<file path="src/rtl/fetch_unit_if.sv">
// Fetch-stage bus bundle: BRAM port A request/response plus the decode-side
// valid/ready handshake and the execute-side redirect.
interface fetch_unit_if #(
   parameter int ADDR_W = 16,
   parameter int INST_W = 16
);
   logic [ADDR_W-1:0] mem_addr;
   logic              mem_rd;
   logic [INST_W-1:0] mem_q;
   logic [INST_W-1:0] inst;
   logic [ADDR_W-1:0] inst_pc;
   logic              inst_valid;
   logic              inst_ready;
   logic              redirect;
   logic [ADDR_W-1:0] redirect_pc;
   logic [ADDR_W-1:0] pc_value;

   modport master (
      output mem_addr, mem_rd, inst, inst_pc, inst_valid, pc_value,
      input  mem_q, inst_ready, redirect, redirect_pc
   );

   modport slave (
      input  mem_addr, mem_rd, inst, inst_pc, inst_valid, pc_value,
      output mem_q, inst_ready, redirect, redirect_pc
   );
endinterface

</file>
<file path="src/rtl/fetch_unit.sv">
// Instruction fetch stage: owns the PC, streams reads from program BRAM with a
// credit limit of two, buffers words in a 2-entry queue and flushes on redirect.
module fetch_unit #(
   parameter int              ADDR_W   = 16,
   parameter int              INST_W   = 16,
   parameter logic [ADDR_W-1:0] RESET_PC = 16'h0000
) (
   input  logic              clk,
   input  logic              rst,
   fetch_unit_if.master      bus
);
   localparam logic [ADDR_W-1:0] PC_ONE = {{(ADDR_W-1){1'b0}}, 1'b1};

   logic [ADDR_W-1:0] pc_r;
   logic [ADDR_W-1:0] issue_pc_r;
   logic [1:0]        count_r;
   logic              inflight_r;
   logic              squash_r;
   logic [INST_W-1:0] head_inst_r;
   logic [ADDR_W-1:0] head_pc_r;
   logic [INST_W-1:0] tail_inst_r;
   logic [ADDR_W-1:0] tail_pc_r;

   logic pop_s;
   logic push_s;
   logic credit_s;
   logic issue_s;
   logic fill_head_s;

   // Handshake, credit and queue-steering decisions for this cycle.
   always_comb begin
      pop_s       = (count_r != 2'd0) & bus.inst_ready & ~bus.redirect;
      push_s      = inflight_r & ~squash_r & ~bus.redirect;
      // Occupancy after this cycle's pop, including the word still in flight.
      credit_s    = (({1'b0, count_r} + {2'b00, inflight_r}) < (3'd2 + {2'b00, pop_s}));
      issue_s     = rst & ~bus.redirect & credit_s;
      fill_head_s = push_s & ((count_r == 2'd0) | ((count_r == 2'd1) & pop_s));
   end

   // PC, in-flight tracking and the two queue slots; redirect overrides everything.
   always_ff @(posedge clk or negedge rst) begin
      if (!rst) begin
         pc_r        <= RESET_PC;
         issue_pc_r  <= {ADDR_W{1'b0}};
         count_r     <= 2'd0;
         inflight_r  <= 1'b0;
         squash_r    <= 1'b0;
         head_inst_r <= {INST_W{1'b0}};
         head_pc_r   <= {ADDR_W{1'b0}};
         tail_inst_r <= {INST_W{1'b0}};
         tail_pc_r   <= {ADDR_W{1'b0}};
      end else if (bus.redirect) begin
         count_r    <= 2'd0;
         squash_r   <= inflight_r;
         inflight_r <= 1'b0;
         pc_r       <= bus.redirect_pc;
      end else begin
         squash_r   <= 1'b0;
         inflight_r <= issue_s;
         if (issue_s) begin
            pc_r       <= pc_r + PC_ONE;
            issue_pc_r <= pc_r;
         end
         count_r <= count_r + {1'b0, push_s} - {1'b0, pop_s};
         if (pop_s) begin
            head_inst_r <= tail_inst_r;
            head_pc_r   <= tail_pc_r;
         end
         // A response lands in the head when the queue is (or is about to be) empty.
         if (fill_head_s) begin
            head_inst_r <= bus.mem_q;
            head_pc_r   <= issue_pc_r;
         end else if (push_s) begin
            tail_inst_r <= bus.mem_q;
            tail_pc_r   <= issue_pc_r;
         end
      end
   end

   assign bus.mem_addr   = pc_r;
   assign bus.pc_value   = pc_r;
   assign bus.mem_rd     = issue_s;
   assign bus.inst       = head_inst_r;
   assign bus.inst_pc    = head_pc_r;
   assign bus.inst_valid = (count_r != 2'd0);

endmodule
</file>
<file path="src/flat_wrapper.sv">
// flat-port wrapper written by rule: the top's interface ports become plain ports
module fetch_unit_flat 
#(
   parameter int              ADDR_W   = 16,
   parameter int              INST_W   = 16,
   parameter logic [ADDR_W-1:0] RESET_PC = 16'h0000
)
  (clk, rst, bus_mem_addr, bus_mem_rd, bus_inst, bus_inst_pc, bus_inst_valid, bus_pc_value, bus_mem_q, bus_inst_ready, bus_redirect, bus_redirect_pc);
  fetch_unit_if #(.ADDR_W(ADDR_W), .INST_W(INST_W)) bus_i ();
  input  logic clk;
  input  logic rst;
  output wire logic [$bits(bus_i.mem_addr)-1:0] bus_mem_addr;
  output wire logic [$bits(bus_i.mem_rd)-1:0] bus_mem_rd;
  output wire logic [$bits(bus_i.inst)-1:0] bus_inst;
  output wire logic [$bits(bus_i.inst_pc)-1:0] bus_inst_pc;
  output wire logic [$bits(bus_i.inst_valid)-1:0] bus_inst_valid;
  output wire logic [$bits(bus_i.pc_value)-1:0] bus_pc_value;
  input wire logic [$bits(bus_i.mem_q)-1:0] bus_mem_q;
  input wire logic [$bits(bus_i.inst_ready)-1:0] bus_inst_ready;
  input wire logic [$bits(bus_i.redirect)-1:0] bus_redirect;
  input wire logic [$bits(bus_i.redirect_pc)-1:0] bus_redirect_pc;
  assign bus_mem_addr = bus_i.mem_addr;
  assign bus_mem_rd = bus_i.mem_rd;
  assign bus_inst = bus_i.inst;
  assign bus_inst_pc = bus_i.inst_pc;
  assign bus_inst_valid = bus_i.inst_valid;
  assign bus_pc_value = bus_i.pc_value;
  assign bus_i.mem_q = bus_mem_q;
  assign bus_i.inst_ready = bus_inst_ready;
  assign bus_i.redirect = bus_redirect;
  assign bus_i.redirect_pc = bus_redirect_pc;
  fetch_unit #(.ADDR_W(ADDR_W), .INST_W(INST_W), .RESET_PC(RESET_PC)) u_core (.clk(clk), .rst(rst), .bus(bus_i));
endmodule
</file>
<file path="config.mk">
export PLATFORM = sky130hd
export DESIGN_NAME = fetch_unit_flat
export DESIGN_NICKNAME = d
export VERILOG_FILES = /design/src/rtl/fetch_unit_if.sv /design/src/rtl/fetch_unit.sv /design/src/flat_wrapper.sv
export SDC_FILE = /design/constraint.sdc
export NUM_CORES = 1
export LEC_CHECK = 0
export BUFFER_PORTS_ARGS = -buffer_cell sky130_fd_sc_hd__buf_4
export CORE_MARGIN = 2
export CORE_UTILIZATION = 50
export DETAILED_ROUTE_END_ITERATION = 8
export GPL_TIMING_DRIVEN = 0
export PLACE_DENSITY_LB_ADDON = 0.08
export SYNTH_ARGS = -nofsm -noshare
export SYNTH_HDL_FRONTEND = slang
export SYNTH_SLANG_ARGS = --single-unit
</file>
<file path="constraint.sdc">
create_clock -name clk -period 3 [get_ports clk]
set_input_delay 0 -clock clk [delete_from_list [all_inputs] [get_ports clk]]
set_output_delay 0 -clock clk [all_outputs]
set_load 0.1 [all_outputs]
</file>
# After elaboration in Yosys (flattened, before gate mapping)
# Index checks and enable logic that the tools add are counted.
word_totals:
  register_bits: 100
  latchBits: 0
  ram_bits: 0
  romBits: 0
  input_bits: 36
  output_inout_bits: 66
  wordCells: 44
  mem_count: 0
op_classes:
  n_addsub: 5
  multipliers: 0
  div_mod_pow: 0
  order_cmp: 1
  n_eq_ne: 1
  shifts: 0
  n_mux: 9
  bitwise_logic: 12
  reduce_logical: 7
op_table:
  columns: ["cell", "count"]
  rows:
  - ["16-bit 2-to-1 mux", 6]
  - ["16-bit by 1-bit adder with 16-bit output (second input constant)", 1]
  - ["1-bit AND", 8]
  - ["2-bit nonzero test", 3]
  - ["2-bit AND reduction", 2]
  - ["2-bit by 1-bit adder with 3-bit output", 1]
  - ["2-bit by 1-bit adder with 3-bit output (first input constant)", 1]
  - ["3-bit < comparator", 1]
  - ["1-bit NOT", 3]
  - ["3-bit AND reduction", 1]
  - ["2-bit by 1-bit adder with 2-bit output", 1]
  - ["2-bit by 1-bit equality test with 1-bit output (second input constant)", 1]
  - ["2-bit logical NOT", 1]
  - ["1-bit 2-to-1 mux", 2]
  - ["2-bit 2-to-1 mux", 1]
  - ["2-bit by 1-bit subtractor with 2-bit output", 1]
  - ["1-bit OR", 1]

# Depth between registers and ports, before layout
logic_depth:
  depth_word: 8
  depth_mapped: 8
  ltp_nobuf: 6

# Worst setup path before layout
# Ideal clock, no wire load.
synth_path:
  path_kind: "flip-flop to flip-flop"
  start: "register u_core.pc_r[0], in the netlist u_core.bus.mem_addr[0]"
  end: "register u_core.pc_r[12], in the netlist u_core.bus.mem_addr[12]"
  setup_ps: 82
  arrival_ps: 2269
  required_ps: 2918
  setup_slack_ps: 649
  path_stages_with_launch: 6
  n_path_buf: 0
  period_less_slack_ps: 2351
  cell_sequence: "dfrtp_1 -> ha_1 -> and3_1 -> nand3_1 -> or4b_1 -> a31oi_1"
synth_via:
  elab_chain_cells: 3
synth_lines:
  columns: ["item", "line", "rtl"]
  rows:
  - ["from (decl)", "fetch_unit.sv:14", "logic [ADDR_W-1:0] pc_r;"]
  - ["from (signal assigned)", "fetch_unit.sv:56", "pc_r <= bus.redirect_pc;"]
  - ["from (signal assigned)", "fetch_unit.sv:61", "pc_r <= pc_r + PC_ONE;"]
  - ["16-bit by 1-bit adder with 16-bit output", "fetch_unit.sv:61", null]
  - ["16-bit 2-to-1 mux", "fetch_unit.sv:60", "if (issue_s) begin"]
  - ["16-bit 2-to-1 mux", "fetch_unit.sv:52", "end else if (bus.redirect) begin"]
# Every way passes these cells. The select of a mux whose other input is x is not followed.
# A chain may end at the register's enable or synchronous reset.

# Final worst setup path
layout_path:
  start: "input rst"
  end: "register u_core.pc_r[13], in the netlist u_core.bus.mem_addr[13]"
layout_via:
  elab_chain_cells: 3
layout_lines:
  columns: ["item", "line", "rtl"]
  rows:
  - ["from (decl)", "flat_wrapper.sv:11", "input logic rst;"]
  - ["1-bit AND (2 in a row)", "fetch_unit.sv:36", "issue_s = rst & ~bus.redirect & credit_s;"]
  - ["2-bit nonzero test (no line)", null, null]
# Every way passes these cells.

==> results list <==
- Shortest period the worst path allows: 2.68 ns
- Max Buffers Root-to-Sink: 2
* Maximum number of pins on one net before global-route repair: 103
- Hold buffer count at cts: 35
- The Yosys step of the flow raised 0 warnings.
- met2 is the most crowded layer.
- Headroom to the max-slew limit came out at 39.1%.
* TritonCTS clock tree: done
- Overall fraction of global-route tracks in use: 21.2%
- Data arrival at the endpoint of the critical path: 2.92 ns
- Top-area cell type share of the netlist area: 51.9%
* Effective utilization at floorplan: 51.9%
* Most instantiated cells after synthesis: sky130_fd_sc_hd__mux2_2, sky130_fd_sc_hd__dfrtp_1, sky130_fd_sc_hd__buf_4
- The first global-routing pass estimated 17000 µm of wire.
- Initial antenna violation count: 0
* FMAX: 0.374 GHz
- Clock tree synthesis selected as its root buffer the cell sky130_fd_sc_hd__clkbuf_8.
- Most prevalent standard cell on the critical path: sky130_fd_sc_hd__dlygate4sd3_1
- Transition time at the pin with the least slew margin: 0.914 ns
- # rows: 35
- Post-route DRC: 0
- In this run the static leakage power is 2.93 nW.
* CTS clk-pin slew, worst paths: 0.10 ns
* Area used by multi-input combinational logic: 2040 µm²
- The critical path is of the in -> reg type.
- Net Count, Synth: 408
- Cell Chain, Critical Path: dlygate4sd3_1 -> buf_6 -> nand2b_1 -> buf_2 -> o311ai_2 -> o311ai_1 -> dlygate4sd3_1
- Max Cap Viol: 0
* Vias in the first global route: 3537
- The completed layout was analyzed and its total power is 0.00508 W.
* Post_cts resized: 0
* Worst IR drop on VDD: 0.583 mV
- Data required time of the critical path: 3.25 ns
- Die outline area: 10400 µm²
- Critical-path maximum fanout: 102
- The first TritonRoute pass finished after 4 iterations.
* Level count of the clock H-tree: 3
* Sum Neg Setup Slack: 0 ns
- Synth Register Bits: 100
- During placement, the flow inserted port buffers numbering 100.
- Setup violators final: 0
* Global placement routability congestion: 0.876
* Kind of path behind the tightest hold check: in -> reg
- Leftover overflow at the end of global routing: 0
- For met1 alone, demand over resource in global routing was 29.0%.
* Part of the cycle the worst path needs: 89.2%
- Antenna diode count: 0
- After detailed routing, the total wire length is 10600 µm.
- Post-CTS Setup Inserts: 0
- In this design, the largest share of critical-path delay is due to buffers and inverters.
- Asr flop ratio synth: 100%
- The first routing iteration left 145 violations.
- Routed wire length per instance: 16.3 µm
- Total half-perimeter wirelength after legalization and detailed placement: 7090 µm
- For this run, the leading register cell type out of synthesis is sky130_fd_sc_hd__dfrtp_1.
- STA classifies the critical path endpoint as a flip-flop.
- Width of the die: 102 µm
- By instance count, the leading cell after synthesis is sky130_fd_sc_hd__mux2_2.
* Clk sink count: 100
* Hold slack: 0.129 ns
- Power density relative to cell area: 804 nW/µm²
* Via density per instance: 5.29
* Fin. max-slew vios: 0
* Number of cells produced by synthesis: 368
* RSZ-0062 raised after global routing: no
- The synthesized design contains 0 enable-type register cells.
- Layout cells sized above 1: 51.5%
- The count of nets left with antenna violations once routing finished came out at 0.
- Global routing used 3.97% of the available met3 tracks.
* Synth-to-layout area growth: 30.9%
- Latest clock arrival within the worst-skew pair: 0.36 ns
- For this run, the slowest stage of the critical path takes 0.65 ns.
- After detailed placement, the design holds a cell count of 597.
- The clock arrives with 0.0148 ns of skew.
* Synth Cell Area: 4820 µm²
- Of all cell types, the one taking the most synthesized area is sky130_fd_sc_hd__dfrtp_1.
* CP max stage cell: sky130_fd_sc_hd__buf_6
* Sequential cell area: 2500 µm²
- Final #Nets: 555
- # IOs: 102
- The count of cells in the finished layout, fillers not included, comes to 649.
- Vert. Die Dim: 102 µm
- Global routing consumed, on the met2 layer, 35.0% of the routing resources.
* Avg Cell Area, Syn: 13.1 µm²
- Hold violation count in the final report: 0
* Cts bufs inserted: 9
- Leading cell types by total area after synthesis: sky130_fd_sc_hd__dfrtp_1, sky130_fd_sc_hd__mux2_2, sky130_fd_sc_hd__buf_4
- Vias post-DR: 3432
- After floorplanning, the core was sized to cover 9280 µm².
- Yosys mapped the design onto 46 distinct sky130hd cell types.
* CP startpoint kind: input port
- The flow ran to the end, and the final reports show no timing, DRC or antenna violations.
- Sequential fraction of the synthesis area: 51.9%
- WP buf/inv: 4
- Total of fill cells in the finished design: 718
kinds of logic (layout without fill, tap and decap cells):
family,count (synthesis),in the layout,synth area share (%)
multiplexers,112,112,26.2
AND/OR/NAND/NOR,74,74,8.90
XOR/XNOR,1,1,0.182
AO/OA/AOI/OAI,35,35,5.99
buffers and inverters,42,194,5.84
adder cells (fa/ha/maj),4,4,1.04
flip-flops,100,100,51.9
metal layers:
layer / wire length, µm / share of wire, % / vias up
li1: - / - / 1625
met1: 4780 / 45 / 1701
met2: 5220 / 49 / 98
met3: 504 / 4.8 / 8
met4: 75 / 0.71 / 0
met5: 0 / 0 / -
area by class of cell:
class	count	share of cell area [%]
clock buffer	11	2.08
tap	129	2.56
multi-input combinational	226	32.3
sequential	100	39.6
clock inverter	5	1.33
buffer	35	4.04
inverter	7	0.416
timing repair buffer	136	17.7
where the power goes:
part           leakage (nW)  internal [W]  switching [W]
sequential             1.25       0.00163       0.000203
combinational          1.57      0.000654        0.00166
clock                 0.100      0.000474       0.000456
total                  2.93       0.00276        0.00232
per-stage QoR:
step	cell area [µm²]	util, %	worst slack (ns)
after floorplan	4820	-	0.649
after global placement	5730	61.8	0.538
after detailed placement	5730	61.8	0.504
after CTS	6300	67.9	0.466
after global routing	6310	68.0	0.0932
final	6310	68.0	0.324
worst min-delay path: stages:
cell and delay [ns]:
sky130_fd_sc_hd__buf_4 0.13, sky130_fd_sc_hd__inv_1 0.04, sky130_fd_sc_hd__o21ai_0 0.08, sky130_fd_sc_hd__xor2_1 0.14, sky130_fd_sc_hd__nor2_1 0.05
path summary, 6_finish.rpt:
kind                                                  endpoint                          startpoint  cells past startpoint  slack [ns]
setup reg to reg           u_core.bus.mem_addr[13]$_DFFE_PN0P_         u_core.count_r[0]$_DFF_PN0_                      7        0.46
setup / recovery           u_core.bus.mem_addr[13]$_DFFE_PN0P_                                 rst                      7        0.32
hold / removal                     u_core.count_r[1]$_DFF_PN0_                      bus_inst_ready                      5        0.13
hold reg to reg             u_core.tail_inst_r[15]$_DFFE_PN0P_  u_core.tail_inst_r[15]$_DFFE_PN0P_                      1        0.49
min in group asynchronous   u_core.bus.mem_addr[7]$_DFFE_PN0P_                                 rst                      2        0.28
max in group asynchronous    u_core.tail_inst_r[0]$_DFFE_PN0P_                                 rst                      2        2.07
registers in the layout, indices dropped and copies added, names as in the netlist:
name                 count
u_core.bus.inst         16
u_core.bus.inst_pc      16
u_core.bus.mem_addr     16
u_core.count_r           2
u_core.inflight_r        1
u_core.issue_pc_r       16
u_core.squash_r          1
u_core.tail_inst_r      16
u_core.tail_pc_r        16
placed cells by master (no fill, tap or decap), types with 5 or more instances in the layout:
cell type / count
sky130_fd_sc_hd__dlygate4sd3_1: 36
sky130_fd_sc_hd__buf_2: 5
sky130_fd_sc_hd__a31oi_1: 5
sky130_fd_sc_hd__nor2_1: 8
sky130_fd_sc_hd__mux2_2: 109
sky130_fd_sc_hd__o311ai_0: 12
sky130_fd_sc_hd__nand4_1: 5
sky130_fd_sc_hd__clkbuf_8: 9
sky130_fd_sc_hd__nand3_1: 12
sky130_fd_sc_hd__buf_6: 5
sky130_fd_sc_hd__nand2_1: 17
sky130_fd_sc_hd__dfrtp_1: 100
sky130_fd_sc_hd__buf_4: 122
sky130_fd_sc_hd__inv_1: 6
No activity file was read; power rests on OpenSTA's default activity.
